==> config.mk <==
export PLATFORM = sky130hd
export DESIGN_NAME = mmio_uart_tx
export DESIGN_NICKNAME = d
export VERILOG_FILES = /design/src/rtl/mmio_uart_tx.sv
export SDC_FILE = /design/constraint.sdc
export NUM_CORES = 1
export LEC_CHECK = 0
export BUFFER_PORTS_ARGS = -buffer_cell sky130_fd_sc_hd__buf_2
export CORE_UTILIZATION = 56
export DETAILED_ROUTE_END_ITERATION = 6
export PLACE_DENSITY_LB_ADDON = 0.15
export SETUP_SLACK_MARGIN = 0.5
export SKIP_LAST_GASP = 1
export SLEW_MARGIN = 20
export SYNTH_ARGS = -nofsm -noshare
export SYNTH_HDL_FRONTEND = slang
export SYNTH_SLANG_ARGS = --single-unit
==> constraint.sdc <==
create_clock -name clk -period 5.8 [get_ports clk]
set_clock_uncertainty 0.2 [all_clocks]
set_input_delay 1.45 -clock clk [delete_from_list [all_inputs] [get_ports clk]]
set_output_delay 1.45 -clock clk [all_outputs]
set_load 0.02 [all_outputs]
==> src/rtl/mmio_uart_tx.sv <==
// -----------------------------------------------------------------------------
// mmio_uart_tx
//   Memory-mapped 8N1 UART transmitter with a 4-entry byte FIFO. It sits on the
//   core data port next to dmem. Writing TXDATA queues a byte. STATUS reports
//   the FIFO and FSM state plus a sticky overflow flag, and writing STATUS
//   clears that flag.
//
// Parameters
//   CLKS_PER_BIT  clk cycles per serial bit (2..65535)
//   BASE_ADDR     word-aligned base of the register window
//                 (TXDATA at +0, STATUS at +4)
//
// Ports
//   clk    system clock, rising edge
//   reset  asynchronous, active-high reset
//   we     data-port write strobe
//   a      data-port byte address (a[1:0] ignored)
//   wd     data-port write data (only wd[7:0] used for TXDATA)
//   rdata  combinational read data of the addressed register
//   hit    combinational: a selects one of the two register words
//   tx     registered serial output, idles high
//   busy   FSM not idle or FIFO non-empty
// -----------------------------------------------------------------------------
module mmio_uart_tx #(
  parameter int unsigned CLKS_PER_BIT = 16,
  parameter logic [31:0] BASE_ADDR    = 32'h0000_0100
) (
  input  logic        clk,
  input  logic        reset,
  input  logic        we,
  input  logic [31:0] a,
  input  logic [31:0] wd,
  output logic [31:0] rdata,
  output logic        hit,
  output logic        tx,
  output logic        busy
);

  typedef enum logic [1:0] {
    S_IDLE,
    S_START,
    S_DATA,
    S_STOP
  } state_t;

  localparam logic [15:0] BAUD_LAST   = 16'(CLKS_PER_BIT - 1);
  localparam logic [29:0] TXDATA_WORD = BASE_ADDR[31:2];
  localparam logic [29:0] STATUS_WORD = BASE_ADDR[31:2] + 30'd1;

  state_t      r_state;
  logic [15:0] r_baud;
  logic [2:0]  r_idx;
  logic [7:0]  r_shift;
  logic        r_tx;

  logic [7:0]  r_mem [4];
  logic [1:0]  r_wr_ptr;
  logic [1:0]  r_rd_ptr;
  logic [2:0]  r_count;
  logic        r_overflow;

  logic        w_sel_data;
  logic        w_sel_status;
  logic        w_full;
  logic        w_empty;
  logic        w_active;
  logic        w_baud_last;
  logic        w_push;
  logic        w_push_ok;
  logic        w_pop;
  logic [2:0]  w_idx_next;
  logic        w_unused;

  // Address decode on the word address only.
  assign w_sel_data   = (a[31:2] == TXDATA_WORD);
  assign w_sel_status = (a[31:2] == STATUS_WORD);
  assign hit          = w_sel_data | w_sel_status;

  assign w_full      = (r_count == 3'd4);
  assign w_empty     = (r_count == 3'd0);
  assign w_active    = (r_state != S_IDLE);
  assign w_baud_last = (r_baud == BAUD_LAST);
  assign w_idx_next  = r_idx + 3'd1;

  // A pop happens when a new frame is launched: from IDLE, or on the last
  // cycle of STOP so back-to-back frames have no gap.
  assign w_pop = !w_empty &&
                 ((r_state == S_IDLE) || ((r_state == S_STOP) && w_baud_last));

  // A push into a full FIFO is only accepted if a pop frees the slot at the
  // same edge; otherwise it is dropped and flagged as overflow.
  assign w_push    = we && w_sel_data;
  assign w_push_ok = w_push && (!w_full || w_pop);

  assign busy = w_active || !w_empty;
  assign tx   = r_tx;

  assign w_unused = ^{wd[31:8], a[1:0]};

  // NOTE: combinational blocks assign a default first so no path leaves the
  // output unassigned, which would infer a latch.
  always_comb begin
    rdata = 32'h0;
    if (w_sel_status) begin
      rdata = {25'b0, r_count, r_overflow, w_active, w_empty, w_full};
    end
  end

  // FIFO storage. NOTE: the data array has no reset; contents are only ever
  // read behind a non-zero count, so clearing them would buy nothing.
  always_ff @(posedge clk) begin
    if (w_push_ok) begin
      r_mem[r_wr_ptr] <= wd[7:0];
    end
  end

  // FIFO pointers, count and sticky overflow.
  // NOTE: sequential state is updated with non-blocking assignments so every
  // flop samples pre-edge values regardless of statement order.
  always_ff @(posedge clk or posedge reset) begin
    if (reset) begin
      r_wr_ptr   <= 2'd0;
      r_rd_ptr   <= 2'd0;
      r_count    <= 3'd0;
      r_overflow <= 1'b0;
    end else begin
      if (w_push_ok) r_wr_ptr <= r_wr_ptr + 2'd1;
      if (w_pop)     r_rd_ptr <= r_rd_ptr + 2'd1;
      case ({w_push_ok, w_pop})
        2'b10:   r_count <= r_count + 3'd1;
        2'b01:   r_count <= r_count - 3'd1;
        default: r_count <= r_count;
      endcase
      if (we && w_sel_status) begin
        r_overflow <= 1'b0;
      end else if (w_push && w_full && !w_pop) begin
        r_overflow <= 1'b1;
      end
    end
  end

  // Transmit FSM. tx is loaded with the level of the bit being entered, so
  // the line changes on the same edge as the state.
  always_ff @(posedge clk or posedge reset) begin
    if (reset) begin
      r_state <= S_IDLE;
      r_baud  <= 16'd0;
      r_idx   <= 3'd0;
      r_shift <= 8'h00;
      r_tx    <= 1'b1;
    end else begin
      case (r_state)
        S_IDLE: begin
          r_tx <= 1'b1;
          if (w_pop) begin
            r_shift <= r_mem[r_rd_ptr];
            r_baud  <= 16'd0;
            r_state <= S_START;
            r_tx    <= 1'b0;
          end
        end
        S_START: begin
          if (w_baud_last) begin
            r_baud  <= 16'd0;
            r_idx   <= 3'd0;
            r_state <= S_DATA;
            r_tx    <= r_shift[0];
          end else begin
            r_baud <= r_baud + 16'd1;
          end
        end
        S_DATA: begin
          if (w_baud_last) begin
            r_baud <= 16'd0;
            if (r_idx == 3'd7) begin
              r_state <= S_STOP;
              r_tx    <= 1'b1;
            end else begin
              r_idx <= w_idx_next;
              r_tx  <= r_shift[w_idx_next];
            end
          end else begin
            r_baud <= r_baud + 16'd1;
          end
        end
        S_STOP: begin
          if (w_baud_last) begin
            r_baud <= 16'd0;
            if (w_pop) begin
              r_shift <= r_mem[r_rd_ptr];
              r_state <= S_START;
              r_tx    <= 1'b0;
            end else begin
              r_state <= S_IDLE;
              r_tx    <= 1'b1;
            end
          end else begin
            r_baud <= r_baud + 16'd1;
          end
        end
        default: begin
          r_state <= S_IDLE;
          r_tx    <= 1'b1;
        end
      endcase
    end
  end

endmodule

==> impl_metrics.toml <==
[timing]
relSlewSlack_pct = 54.8
rsz0062_at_grt = "no"
tightest_slew_ns = 0.672
finalSetupTns_ns = 0
drv_slew = 0
fin_crit_sh_pct = 76.9
hold_viol_final = 0
fmax_mhz = 224
min_period_ns = 4.46
setup_violations = 0

[global_routing]
grt_usage_pct = 21.1
grt_pass1_wl_um = 10200
antenna_found_initial = 0
overflow = 0
grt_max_degree = 39
first_global_vias = 2163

[pwr]
max-vdd-ir-drop_mv = 0.215
power.density_nw_per_um2 = 281
power_mw = 1.13
power_leakage_nw = 1.69

[worst_setup_path]
end_kind = "primary output"
critPathRequiredTime_ns = 4.15
crit_start = "a[7]"
cp.arrival_ns = 2.81
crit_type = "input port to primary output"
critPathMaxStageDelay_ns = 0.35
critPathMaxFanout = 8
startpoint_type = "input port"
r2r_start = "r_baud[10]"
reg2reg_depth = 9
path_cells = "buf_2, nor4_1, nand4_1, nor2_1, nand2_1, nor2_1, buf_2"
worst-path-stages = 7
path_delay_family = "simple AND/OR/NAND/NOR gates"
critPathSlowestCell = "nor2_1"
worst-path-buf-inv = 2

[synthesis]
synth.distinct_cells = 46
avgSynthCellArea_um2 = 12.1
yosysWarningCount = 0
ys_ff_latch = 70
synth_seq_area_share_pct = 53.5
async_reset_ff_share_pct = 54.3
ys_top_cells_by_count = "dfrtp_1, edfxtp_1, buf_4, nand2_1, o21ai_0"
postSynthCellCount = 296
netlist_area_um2 = 3580
synth_ff_type = "dfrtp_1"
yosysMostFrequentCell = "dfrtp_1"
yosysTopAreaCellShare_pct = 26.9
ys_top_cells_by_area = "edfxtp_1, dfrtp_1, mux4_2"
synth.largest_area_cell = "edfxtp_1"
synth_edf_count = 32

[route]
wl_per_cell_um = 14.7
vias = 2366
met2_length_um = 3250
viasPerCell = 5.48
wl_met1_um = 2820
ant_nets = 0
drt-total-wl_um = 6350
dr.first_iter.drc_count = 137
drc = 0
met3_length_um = 248
top_layer_used = "met4"
first_pass_iters = 4

[place]
dp_hpwl_um = 4570
gp_congestion = 0.818
numPortBuffers = 50

[clocking]
path_clk_slew_ns = 0.07
clock_tree.root_cell = "clkbuf_8"
postCtsSetupRepairBufs = 0
cts_tree = "built"
clock_latency_ns = 0.35
clockBufferDepth = 2
h-tree-depth = 3
cts_resized = 0
clock-sinks = 70
hold_buffers = 0
numCtsBuffers = 9

[hold_path]
hold_depth = 1
hold_class = "flop to flop"
min_from = "r_count[0]"

[finish]
antenna_cells = 0
drive_gt1_share_pct = 26.3
utilization_pct = 66.6
area_growth_pct = 12.2
fillCellCount = 470
layout.nets = 433

[floorplanning]
initial_core_util_pct = 59.4
fp.dieArea_um2 = 6710
rows = 28
core_area_um2 = 6030
chipWidth_um = 81.9
die_h_um = 81.9
pin_count = 102

[run]
maxCapViolations = 0

[run_status]
status = "finished, final reports clean"
-- sequential cells by signal, indices dropped and copies added, names as in the netlist --
| signal | cells |
|---|---|
| r_mem | 32 |
| r_rd_ptr | 2 |
| tx | 1 |
| r_idx | 3 |
| r_overflow | 1 |
| r_baud | 16 |
| r_count | 3 |
| r_state | 2 |
| r_shift | 8 |
| r_wr_ptr | 2 |
-- logic make-up (layout without fill, tap and decap cells) --
kind of cell | Yosys count | count (layout) | share of synthesized area (%)
mux | 23 | 23 | 10.0
fa+ha+maj | 14 | 14 | 5.11
buf+inv | 46 | 83 | 7.48
simple gates | 85 | 85 | 13.0
xor+xnor | 11 | 11 | 2.69
compound gates | 46 | 46 | 8.18
flops | 70 | 70 | 53.5
other cells | 1 | 25 | 0.105
-- path summary, 6_finish.rpt --
check | end | slack, ns
setup / recovery | rdata[0] | 1.34
hold / removal | r_count[0] | 0.29
setup reg to reg | r_count[2] | 2.23
hold reg to reg | r_count[0] | 0.29
max in group asynchronous | tx | 4.04
min in group asynchronous | r_count[2] | 1.00
-- worst register-to-register path: stages, from the launching register on --
cell and delay [ns]:
dfrtp_1 0.45, or4_4 0.57, or4_4 0.58, a21oi_1 0.54, ha_1 0.30, inv_1 0.06, fa_1 0.37, xor2_1 0.15
nor2_1 0.11, xor2_1 0.16
-- power by group --
part | internal (mW) | switching [mW] | leakage, nW
clock network | 0.202 | 0.187 | 0.101
logic | 0.0722 | 0.0781 | 0.821
registers | 0.560 | 0.0277 | 0.771
total | 0.835 | 0.293 | 1.69
-- cells in the final DEF (no fill, tap or decap), types with 2 or more instances in the layout --
| cell type | count |
|---|---|
| nand2_1 | 25 |
| dfrtp_1 | 37 |
| nand4_1 | 7 |
| nor4_1 | 8 |
| a22o_1 | 7 |
| buf_2 | 50 |
| inv_6 | 2 |
| mux2i_1 | 2 |
| a21oi_1 | 5 |
| nor3_1 | 4 |
| xnor2_1 | 3 |
| edfxtp_1 | 32 |
| or4_4 | 3 |
| and2_1 | 5 |
| nand3_1 | 7 |
| clkinv_4 | 2 |
| buf_4 | 2 |
| nand2b_1 | 3 |
| inv_1 | 15 |
| conb_1 | 25 |
| nor2_1 | 10 |
| a31oi_1 | 4 |
| mux2_2 | 11 |
| nor2b_1 | 3 |
| clkbuf_8 | 9 |
| and3_1 | 4 |
| ha_1 | 13 |
| o31ai_1 | 3 |
| mux4_2 | 9 |
| o21ai_0 | 20 |
| xor2_1 | 8 |
-- area by class of cell --
| class | instances | area, µm² | share of cell area (%) |
|---|---|---|---|
| tap | 75 | 93.8 | 2.34 |
| sequential | 70 | 1910 | 47.7 |
| clock buffer | 10 | 128 | 3.18 |
| inverter | 15 | 56.3 | 1.40 |
| timing repair buffer | 52 | 265 | 6.61 |
| clock inverter | 6 | 70.1 | 1.75 |
| multi-input combinational | 204 | 1490 | 37.1 |
-- metal layers --
metal  vias to the layer above  GRT usage [%]
li1                       1156              -
met1                      1153           26.2
met2                        54           35.1
met3                         3           6.33
met4                         0           6.84
met5                         -              0
-- metrics by stage --
step	area [µm²]	hold slack [ns]	std cells	worst slack [ns]
2_1_floorplan	3670	0.253	320	1.34
3_5_place_dp	3820	0.288	416	1.36
3_3_place_gp	3820	0.283	416	1.41
6_report	4010	0.290	432	1.34
5_1_grt	4010	0.315	432	1.17
4_1_cts	4010	0.298	432	1.36
No activity file was read; power rests on OpenSTA's default activity.
